$ cat config.mk
export PLATFORM = sky130hd
export DESIGN_NAME = sdram_rr_read_arbiter
export DESIGN_NICKNAME = d
export VERILOG_FILES = /design/src/rtl/m72_pkg.sv /design/src/rtl/rr_pick.sv /design/src/rtl/sdram_rr_read_arbiter.sv
export SDC_FILE = /design/constraint.sdc
export NUM_CORES = 1
export LEC_CHECK = 0
export BUFFER_PORTS_ARGS = -buffer_cell sky130_fd_sc_hd__buf_4
export CAP_MARGIN = 15
export CORE_ASPECT_RATIO = 0.9
export CORE_MARGIN = 2
export CORE_UTILIZATION = 36
export CTS_CLUSTER_DIAMETER = 100
export DETAILED_ROUTE_END_ITERATION = 7
export GPL_TIMING_DRIVEN = 1
export SYNTH_ARGS = -nofsm -noshare
export SYNTH_HDL_FRONTEND = slang
export SYNTH_SLANG_ARGS = --single-unit
$ cat constraint.sdc
create_clock -name clk -period 4.1 [get_ports clk]
set_input_delay 0.205 -clock clk [delete_from_list [all_inputs] [get_ports clk]]
set_output_delay 0.205 -clock clk [all_outputs]
set_load 0.01 [all_outputs]
$ cat src/rtl/m72_pkg.sv
// Shared types and constants for the SDRAM read arbiter and its round-robin picker.
package m72_pkg;

  localparam int SDR_ADDR_W = 24;

  typedef enum logic {
    ST_IDLE = 1'b0,
    ST_WAIT = 1'b1
  } arb_state_t;

  // Region bases, word addressed; only bits above the channel address width survive.
  localparam logic [SDR_ADDR_W-1:0] REGION_BG_A_BASE = 24'h100000;
  localparam logic [SDR_ADDR_W-1:0] REGION_BG_B_BASE = 24'h200000;
  localparam logic [SDR_ADDR_W-1:0] REGION_SPR_BASE  = 24'h340000;
  localparam logic [SDR_ADDR_W-1:0] REGION_MISC_BASE = 24'h0C0000;

  function automatic int ptr_width(input int n);
    return (n > 1) ? $clog2(n) : 1;
  endfunction

endpackage

$ cat src/rtl/rr_pick.sv
// Combinational round-robin picker: first pending requester at or after i_rr_ptr, ascending with wrap.
module rr_pick
  import m72_pkg::*;
#(
  parameter int NUM_CH = 2,
  parameter int PTR_W  = ptr_width(NUM_CH)
) (
  input  logic [NUM_CH-1:0] i_pending,
  input  logic [PTR_W-1:0]  i_rr_ptr,
  output logic [PTR_W-1:0]  o_grant,
  output logic              o_any_pending
);

  logic [2*NUM_CH-1:0] w_dbl;
  logic [NUM_CH-1:0]   w_rot;
  logic [PTR_W-1:0]    w_off;
  logic [PTR_W:0]      w_sum;

  // Doubling the vector turns the wrap-around search into a plain lowest-set-bit search.
  assign w_dbl         = {i_pending, i_pending};
  assign w_rot         = w_dbl[i_rr_ptr +: NUM_CH];
  assign o_any_pending = |i_pending;

  always_comb begin
    w_off = '0;
    for (int j = NUM_CH - 1; j >= 0; j--) begin
      if (w_rot[j]) begin
        w_off = PTR_W'(j);
      end
    end
  end

  always_comb begin
    w_sum = {1'b0, i_rr_ptr} + {1'b0, w_off};
    if (w_sum >= (PTR_W + 1)'(NUM_CH)) begin
      o_grant = PTR_W'(w_sum - (PTR_W + 1)'(NUM_CH));
    end else begin
      o_grant = w_sum[PTR_W-1:0];
    end
  end

endmodule

$ cat src/rtl/sdram_rr_read_arbiter.sv
// N-channel round-robin read arbiter in front of a single SDRAM read port, one read in flight.
// Handshake: sdr_req is a one-cycle pulse per issue (re-pulsed on timeout); sdr_rdy is a one-cycle completion, ignored outside WAIT.
module sdram_rr_read_arbiter
  import m72_pkg::*;
#(
  parameter int                             NUM_CH     = 2,
  parameter int                             CH_ADDR_W  = 18,
  parameter int                             DATA_W     = 32,
  parameter logic [NUM_CH*SDR_ADDR_W-1:0]   BASE_ADDRS = {NUM_CH{24'h0}},
  parameter int                             TIMEOUT    = 255
) (
  input  logic                          clk,
  input  logic                          reset,
  input  logic [NUM_CH*CH_ADDR_W-1:0]   ch_addr,
  input  logic [NUM_CH-1:0]             ch_req,
  output logic [DATA_W-1:0]             ch_data,
  output logic [NUM_CH-1:0]             ch_rdy,
  output logic [NUM_CH-1:0]             overrun,
  output logic [SDR_ADDR_W-1:0]         sdr_addr,
  input  logic [DATA_W-1:0]             sdr_data,
  output logic                          sdr_req,
  input  logic                          sdr_rdy,
  output logic                          o_dbg_state
);

  localparam int PTR_W = ptr_width(NUM_CH);
  localparam int TMR_W = (TIMEOUT > 0) ? $clog2(TIMEOUT + 1) : 1;

  arb_state_t              r_state;
  arb_state_t              w_state_next;
  logic [NUM_CH-1:0]       r_req_prev;
  logic [NUM_CH-1:0]       r_pending;
  logic [NUM_CH-1:0]       r_overrun;
  logic [SDR_ADDR_W-1:0]   r_addr [NUM_CH];
  logic [PTR_W-1:0]        r_rr_ptr;
  logic [PTR_W-1:0]        r_cur;
  logic [TMR_W-1:0]        r_timer;
  logic [SDR_ADDR_W-1:0]   r_sdr_addr;
  logic                    r_sdr_req;
  logic [DATA_W-1:0]       r_ch_data;
  logic [NUM_CH-1:0]       r_ch_rdy;

  logic [NUM_CH-1:0]       w_edge;
  logic [NUM_CH-1:0]       w_busy;
  logic [NUM_CH-1:0]       w_grant_oh;
  logic [SDR_ADDR_W-1:0]   w_full_addr [NUM_CH];
  logic [PTR_W-1:0]        w_grant;
  logic [PTR_W-1:0]        w_rr_next;
  logic                    w_any;
  logic                    w_issue;
  logic                    w_complete;
  logic                    w_retry;

  assign w_edge = ch_req & ~r_req_prev;

  for (genvar i = 0; i < NUM_CH; i++) begin : g_ch
    if (CH_ADDR_W >= SDR_ADDR_W) begin : g_wide
      assign w_full_addr[i] = ch_addr[i*CH_ADDR_W +: SDR_ADDR_W];
    end else begin : g_narrow
      assign w_full_addr[i] = {BASE_ADDRS[i*SDR_ADDR_W + CH_ADDR_W +: SDR_ADDR_W - CH_ADDR_W],
                               ch_addr[i*CH_ADDR_W +: CH_ADDR_W]};
    end
    // A channel counts as busy while queued or while its read is the one in flight.
    assign w_busy[i]     = r_pending[i] | ((r_state == ST_WAIT) && (r_cur == PTR_W'(i)));
    assign w_grant_oh[i] = w_issue && (w_grant == PTR_W'(i));
  end

  rr_pick #(
    .NUM_CH (NUM_CH),
    .PTR_W  (PTR_W)
  ) u_rr_pick (
    .i_pending     (r_pending),
    .i_rr_ptr      (r_rr_ptr),
    .o_grant       (w_grant),
    .o_any_pending (w_any)
  );

  assign w_rr_next = (w_grant == PTR_W'(NUM_CH - 1)) ? '0 : w_grant + PTR_W'(1);

  always_comb begin
    w_state_next = r_state;
    w_issue      = 1'b0;
    w_complete   = 1'b0;
    w_retry      = 1'b0;
    case (r_state)
      ST_IDLE: begin
        if (w_any) begin
          w_issue      = 1'b1;
          w_state_next = ST_WAIT;
        end
      end
      ST_WAIT: begin
        if (sdr_rdy) begin
          w_complete   = 1'b1;
          w_state_next = ST_IDLE;
        end else if ((TIMEOUT > 0) && (r_timer == TMR_W'(TIMEOUT))) begin
          w_retry = 1'b1;
        end
      end
      default: w_state_next = ST_IDLE;
    endcase
  end

  always_ff @(posedge clk) begin
    if (reset) begin
      r_state <= ST_IDLE;
    end else begin
      r_state <= w_state_next;
    end
  end

  always_ff @(posedge clk) begin
    if (reset) begin
      r_req_prev <= '0;
      r_pending  <= '0;
      r_overrun  <= '0;
      r_rr_ptr   <= '0;
      r_cur      <= '0;
      r_timer    <= '0;
      r_sdr_addr <= '0;
      r_sdr_req  <= 1'b0;
      r_ch_data  <= '0;
      r_ch_rdy   <= '0;
      for (int i = 0; i < NUM_CH; i++) begin
        r_addr[i] <= '0;
      end
    end else begin
      r_req_prev <= ch_req;
      // A same-cycle edge on the granted channel survives the clear and stays queued.
      r_pending  <= (r_pending & ~w_grant_oh) | w_edge;
      r_overrun  <= r_overrun | (w_edge & w_busy);
      for (int i = 0; i < NUM_CH; i++) begin
        if (w_edge[i]) begin
          r_addr[i] <= w_full_addr[i];
        end
      end
      r_sdr_req <= w_issue | w_retry;
      r_ch_rdy  <= '0;
      if (w_issue) begin
        r_sdr_addr <= r_addr[w_grant];
        r_cur      <= w_grant;
        r_rr_ptr   <= w_rr_next;
        r_timer    <= '0;
      end else if (r_state == ST_WAIT) begin
        if (w_retry) begin
          r_timer <= '0;
        end else if ((TIMEOUT > 0) && !sdr_rdy) begin
          r_timer <= r_timer + TMR_W'(1);
        end
      end
      if (w_complete) begin
        r_ch_data <= sdr_data;
        r_ch_rdy  <= NUM_CH'(1) << r_cur;
      end
    end
  end

  assign ch_data     = r_ch_data;
  assign ch_rdy      = r_ch_rdy;
  assign overrun     = r_overrun;
  assign sdr_addr    = r_sdr_addr;
  assign sdr_req     = r_sdr_req;
  assign o_dbg_state = r_state;

endmodule
Word-level counts from Yosys, hierarchy flattened
Memories as Yosys holds them, arrays and structs flattened. A register that Yosys moved wholly into a read port is not among the register bits. Cells that the tools add are included.

Flip-flop bits (word level): 76. Bits in writable memories: 36. Bits of input ports: 73. Memories kept: 1.

Memories: r_addr (depth 2, width 18, read ports 1, clocked after Yosys merged registers in 1, write ports 2, line sdram_rr_read_arbiter.sv:34) `logic [SDR_ADDR_W-1:0] r_addr [NUM_CH];`.

Add/sub/neg operators: 4. $lt $le $gt $ge: 1. Equality and inequality tests: 2. Shifts and indexed selects: 2. Multiplexer cells: 25. Bitwise logic cells: 16. Reduce and logical (&&, ||, !) cells: 8.

Operators with widths (number): 18-bit two-way mux (2); 1-bit two-way mux (20); 8-bit two-way mux (2); 8-bit by 1-bit adder with 8-bit output, second input constant (1); 8-bit equality test, second input constant (1); 2-bit AND (3); 2-bit OR reduction (3); 1-bit bitwise OR (5); 1-bit logical AND (4); 1-bit inverter (4); 2-bit inverter (2); 2-bit bitwise OR (2); 4-bit by 2-bit indexed part select with 2-bit output (1); 1-bit by 1-bit adder with 2-bit output (1); 2-bit >= comparator, second input constant (1); 2-bit by 1-bit != test with 1-bit output, second input constant (1); 1-bit case mux with 2 select lines (1); 2-bit AND reduction (1); 1-bit by 1-bit << shifter with 2-bit output, first input constant (1); 1-bit adder, second input constant (1); 1-bit subtractor, second input constant (1).

Depth between registers and ports, before layout
Depth after elaboration: 11. Gate-level depth with buffers: 6. Mapped depth without buffers: 5.

Modules after synthesis
From an unflattened synthesis, not the netlist that was laid out.

Cell total of the unflattened synthesis: 400. Area, all modules: 4108.9 um^2.

By module, submodules not included: sdram_rr_read_arbiter (instances 1, cells an instance 397, area an instance 4087.7 um^2); rr_pick (instances 1, cells an instance 3, area an instance 21.3 um^2).

Worst setup path after synthesis
OpenSTA, ideal clock, no wires.

Path type: reg-to-reg. Start point: register r_state, in the netlist o_dbg_state. End point: register r_timer[5]. Library setup time: 116 ps. Arrival: 1205 ps. Required time: 3984 ps. Path slack: 2779 ps. Cell stages (with the launch flop): 7. Buffers on the path: 2. Path through: dfxtp_1 > buf_6 > nor2b_1 > buf_2 > nand4_1 > xnor2_1 > and3_1.

Cells in the longest elaborated chain, start to end: 3. Elaborated cells between the ends (all ways): 6. Classes of those cells: eq/ne (1); mux (3); reduce/logical (2).

Ends and longest elaborated chain: start, declared (line sdram_rr_read_arbiter.sv:29) `arb_state_t r_state;`; start signal, assigned (line sdram_rr_read_arbiter.sv:108) `r_state <= w_state_next;`; 1-bit two-way mux (line sdram_rr_read_arbiter.sv:85) `case (r_state)`; 2-bit by 1-bit != test with 1-bit output (no line); 2-bit AND reduction (no line); end signal, assigned (line sdram_rr_read_arbiter.sv:148) `r_timer <= r_timer + TMR_W'(1);`; end, declared (line sdram_rr_read_arbiter.sv:37) `logic [TMR_W-1:0] r_timer;`.

Parallel ways exist; a longest one is shown, timed or not. A chain may end at the register's enable or synchronous reset.

Worst setup path in the final report
Start point: register r_state, in the netlist o_dbg_state. End point: register r_sdr_addr[5], in the netlist sdr_addr[5] (read register of r_addr).

Cells in the longest elaborated chain, start to end: 1.

Ends and longest elaborated chain: 1-bit two-way mux (line sdram_rr_read_arbiter.sv:85); end, declared (line sdram_rr_read_arbiter.sv:38) `logic [SDR_ADDR_W-1:0] r_sdr_addr;`.

No other way between the ends.

==> impl_metrics.csv <==
group,metric,value,unit
run_status,status,"completed",
global_routing,grt_start_max_net_pins,61,
setup_path,cp_max_fo,13,
sta,slew_headroom,0.373,
logic_synthesis,yosysMostFrequentCell,"nand2_1",
global_routing,grt_pass1_wl,14.7,mm
power,power_density,426,nW/um^2
logic_synthesis,seq_area_frac_synth,0.612,
logic_synthesis,synth_top_family_by_area,"simple AND/OR/NAND/NOR gates",
logic_synthesis,avgSynthCellArea,10.5,um^2
finish,diodes,0,
finish,fin_nets,578,
power,pwr-share-seq,0.511,
clocking,cts_tree,"built",
logic_synthesis,synth_top_flop_cell,"dfxtp_1",
die,die_area,12100,um^2
run,max_cap_violations,0,
sta,setup_viol,0,
clocking,htreeDepth,3,
logic_synthesis,synthTopCellsByArea,"dfxtp_1 35%, edfxtp_1 27%, nand2_1 7.3%, and2_1 5.7%, a21oi_1 5.1%",
logic_synthesis,synth_top_area_share,0.345,
global_routing,grt_pass1_vias,2949,
logic_synthesis,syn_area,4060,um^2
placed_design,hpwl,6.36,mm
clocking,ctsResizeCount,0,
global_routing,gr-usage-all-layers,0.155,
sta,finalSetupTns,0,ns
die,die_y,105,um
clocking,cts_buffer_depth,2,
logic_synthesis,synth_compound_area_frac,0.128,
clocking,clk_pin_slew_worst_paths,0.08,ns
route,vias,3058,
placed_design,portBuffers,128,
route,dr.pass1.iters,6,
route,final_antenna_net_count,0,
setup_path,crit_required,4.40,ns
power,p_clk_frac,0.380,
finish,drive_gt1_frac,0.305,
clocking,clkLatencyLatePin,0.35,ns
sta,post-route-period-util,0.455,
logic_synthesis,synth-simple-area-share,0.191,
route,dr.first_iter.drc_count,168,
sta,finClkSkew,0.0119,ns
worst_hold_path,hold_depth,2,
die,placementRows,36,
setup_path,crit_arrival,2.16,ns
die,io_pins,135,
die,die_w,116,um
logic_synthesis,netlist_instances,386,
logic_synthesis,synth_xor_area_frac,0.0108,
setup_path,r2r_cells,4,
power,leakage,0.00231,uW
setup_path,crit_chain,"o21ba_2, nor2_1, a22o_1, a21o_1",
sta,hold_viol,0,
power,p_int,1720,uW
clocking,ctsHoldBuffers,0,
sta,worstMarginPinSlew,0.941,ns
worst_hold_path,holdCritStartpoint,"ch_req[0]",
die,start_util,0.372,
route,drc_errors,0,
setup_path,crit_slowest_cell,"dfxtp_1",
logic_synthesis,synthArstFlopShare,0,
setup_path,r2r-start,"o_dbg_state$_SDFF_PP0_",
logic_synthesis,synthAdderAreaFrac,0.00555,
logic_synthesis,synth_warnings,0,
sta,slew_viol_final,0,
logic_synthesis,synth_edf_count,36,
setup_path,cp-start-kind,"register",
sta,fin_crit,1.86,ns
power,ir_worst_vdd,252,uV
global_routing,antenna_found_initial,0,
clocking,numCtsBuffers,9,
logic_synthesis,muxShareOfSynthArea,0.00740,
global_routing,grt-ovfl-total,0,
power,p_switching,592,uW
setup_path,crit_type,"reg2reg",
clocking,root_buffer,"clkbuf_16",
logic_synthesis,synth_top_area_cell,"dfxtp_1",
route,drt-wirelength-per-cell,13.8,um
worst_hold_path,whs_endpoint,"r_req_prev[0]$_SDFF_PP0_",
setup_path,r2r_slack,2.24,ns
setup_path,reg2reg_to,"sdr_addr[5]$_SDFFE_PP0N_",
logic_synthesis,synth_seq_cells,106,
placed_design,routabilityCongestion,0.703,
power,design_power_total,2320,uW
setup_path,end_kind,"register",
clocking,cts.sinks,106,
sta,fmax,0.536,GHz
worst_hold_path,min-delay-path-class,"in2reg",
sta,rsz0062_at_grt,"false",
clocking,postCtsSetupBuffers,0,
die,core_area,10900,um^2
logic_synthesis,synth.distinct_cells,40,
logic_synthesis,synth_common_cells,"79 x nand2_1, 70 x dfxtp_1, 41 x a21oi_1",
setup_path,crit_path_max_incr_delay,0.61,ns
finish,area.growth.synth_to_final,34.1,%
power,swShare,0.255,
power,p_comb_frac,0.109,
route,routed_wl,9.13,mm
route,vias_per_cell,4.63,
[worst max-delay path, delay by kind of cell (launching register included)]
family,cells,cell delay (ns)
flops,1,0.61
compound gates,3,0.61
simple gates,1,0.60
[kinds of logic after synthesis]
logic type,count (synthesis)
other,1
multiplexers,3
XOR/XNOR,5
adder cells (fa/ha/maj),2
AND/OR/NAND/NOR,155
flip-flops,106
AO/OA/AOI/OAI,83
buffers and inverters,31
[power by group through the flow]
stage	Combinational (uW)	Sequential [uW]	Clock [uW]
3_5_place_dp	246	1210	0
3_3_place_gp	242	1210	0
6_report	251	1180	881
2_1_floorplan	121	1210	0
5_1_grt	277	1190	942
4_1_cts	247	1180	905
[state kept, by name, summed over array words and instances, names as in the netlist]
register / cells
ch_data: 32
r_rr_ptr: 1
r_cur: 1
r_pending: 2
r_addr: 36
r_req_prev: 2
overrun: 2
r_timer: 8
sdr_addr: 18
o_dbg_state: 1
ch_rdy: 2
sdr_req: 1
[per-layer routing]
layer  vias up  wire [um]  GRT usage
li1       1534          -          -
met1      1432       3960      0.197
met2        80       4600      0.258
met3        12        408     0.0331
met4         0        163     0.0536
met5         -          0          0
[placed cells by master, fill, tap and decap left out, types with 3 or more instances in the layout]
| cell type | count |
|---|---|
| buf_4 | 128 |
| nand2_1 | 79 |
| dfxtp_1 | 70 |
| a21oi_1 | 41 |
| and2_1 | 37 |
| edfxtp_1 | 36 |
| nor2_1 | 13 |
| o21ai_0 | 9 |
| a21o_1 | 9 |
| clkbuf_16 | 9 |
| a22oi_1 | 8 |
| nand2b_1 | 6 |
| a22o_1 | 6 |
| conb_1 | 6 |
| nor2b_1 | 3 |
| xor2_1 | 3 |
| and3_1 | 3 |
| mux2i_1 | 3 |
| a211oi_1 | 3 |
| nor3_1 | 3 |
| inv_6 | 3 |
| clkinv_8 | 3 |
[metrics by stage]
| stage | worst slack (ns) | utilization | instances | area, um^2 | hold slack, ns |
|---|---|---|---|---|---|
| 2_1_floorplan | 2.78 | - | 391 | 4080 | 0.333 |
| 3_3_place_gp | 2.15 | 0.464 | 642 | 5060 | 0.424 |
| 3_5_place_dp | 2.13 | 0.464 | 642 | 5060 | 0.430 |
| 4_1_cts | 2.17 | 0.493 | 658 | 5370 | 0.0871 |
| 5_1_grt | 2.05 | 0.499 | 661 | 5440 | 0.0989 |
| 6_report | 2.24 | 0.499 | 661 | 5440 | 0.0961 |
[how the worst max path moves through the flow]
stage	startpoint	endpoint	slack, ns	depth (start not counted)
floorplan	o_dbg_state$_SDFF_PP0_	r_timer[5]$_SDFFE_PP0P_	2.78	6
global placement	reset	r_addr[0][10]$_SDFFCE_PN0P_	2.15	2
detailed placement	reset	r_addr[0][9]$_SDFFCE_PN0P_	2.13	2
CTS	o_dbg_state$_SDFF_PP0_	ch_data[24]$_SDFFE_PP0N_	2.17	3
global route	o_dbg_state$_SDFF_PP0_	sdr_addr[5]$_SDFFE_PP0N_	2.05	4
finish	o_dbg_state$_SDFF_PP0_	sdr_addr[5]$_SDFFE_PP0N_	2.24	4
[final cells by class]
class	instances	area (um^2)
Clock inverter	7	91.3
Fill cell	1035	5460
Timing Repair Buffer	131	1030
Sequential cell	106	2480
Inverter	2	7.51
Multi-Input combinational cell	254	1420
Tap cell	152	190
Clock buffer	9	225
Power figures use the tool's default switching activity.
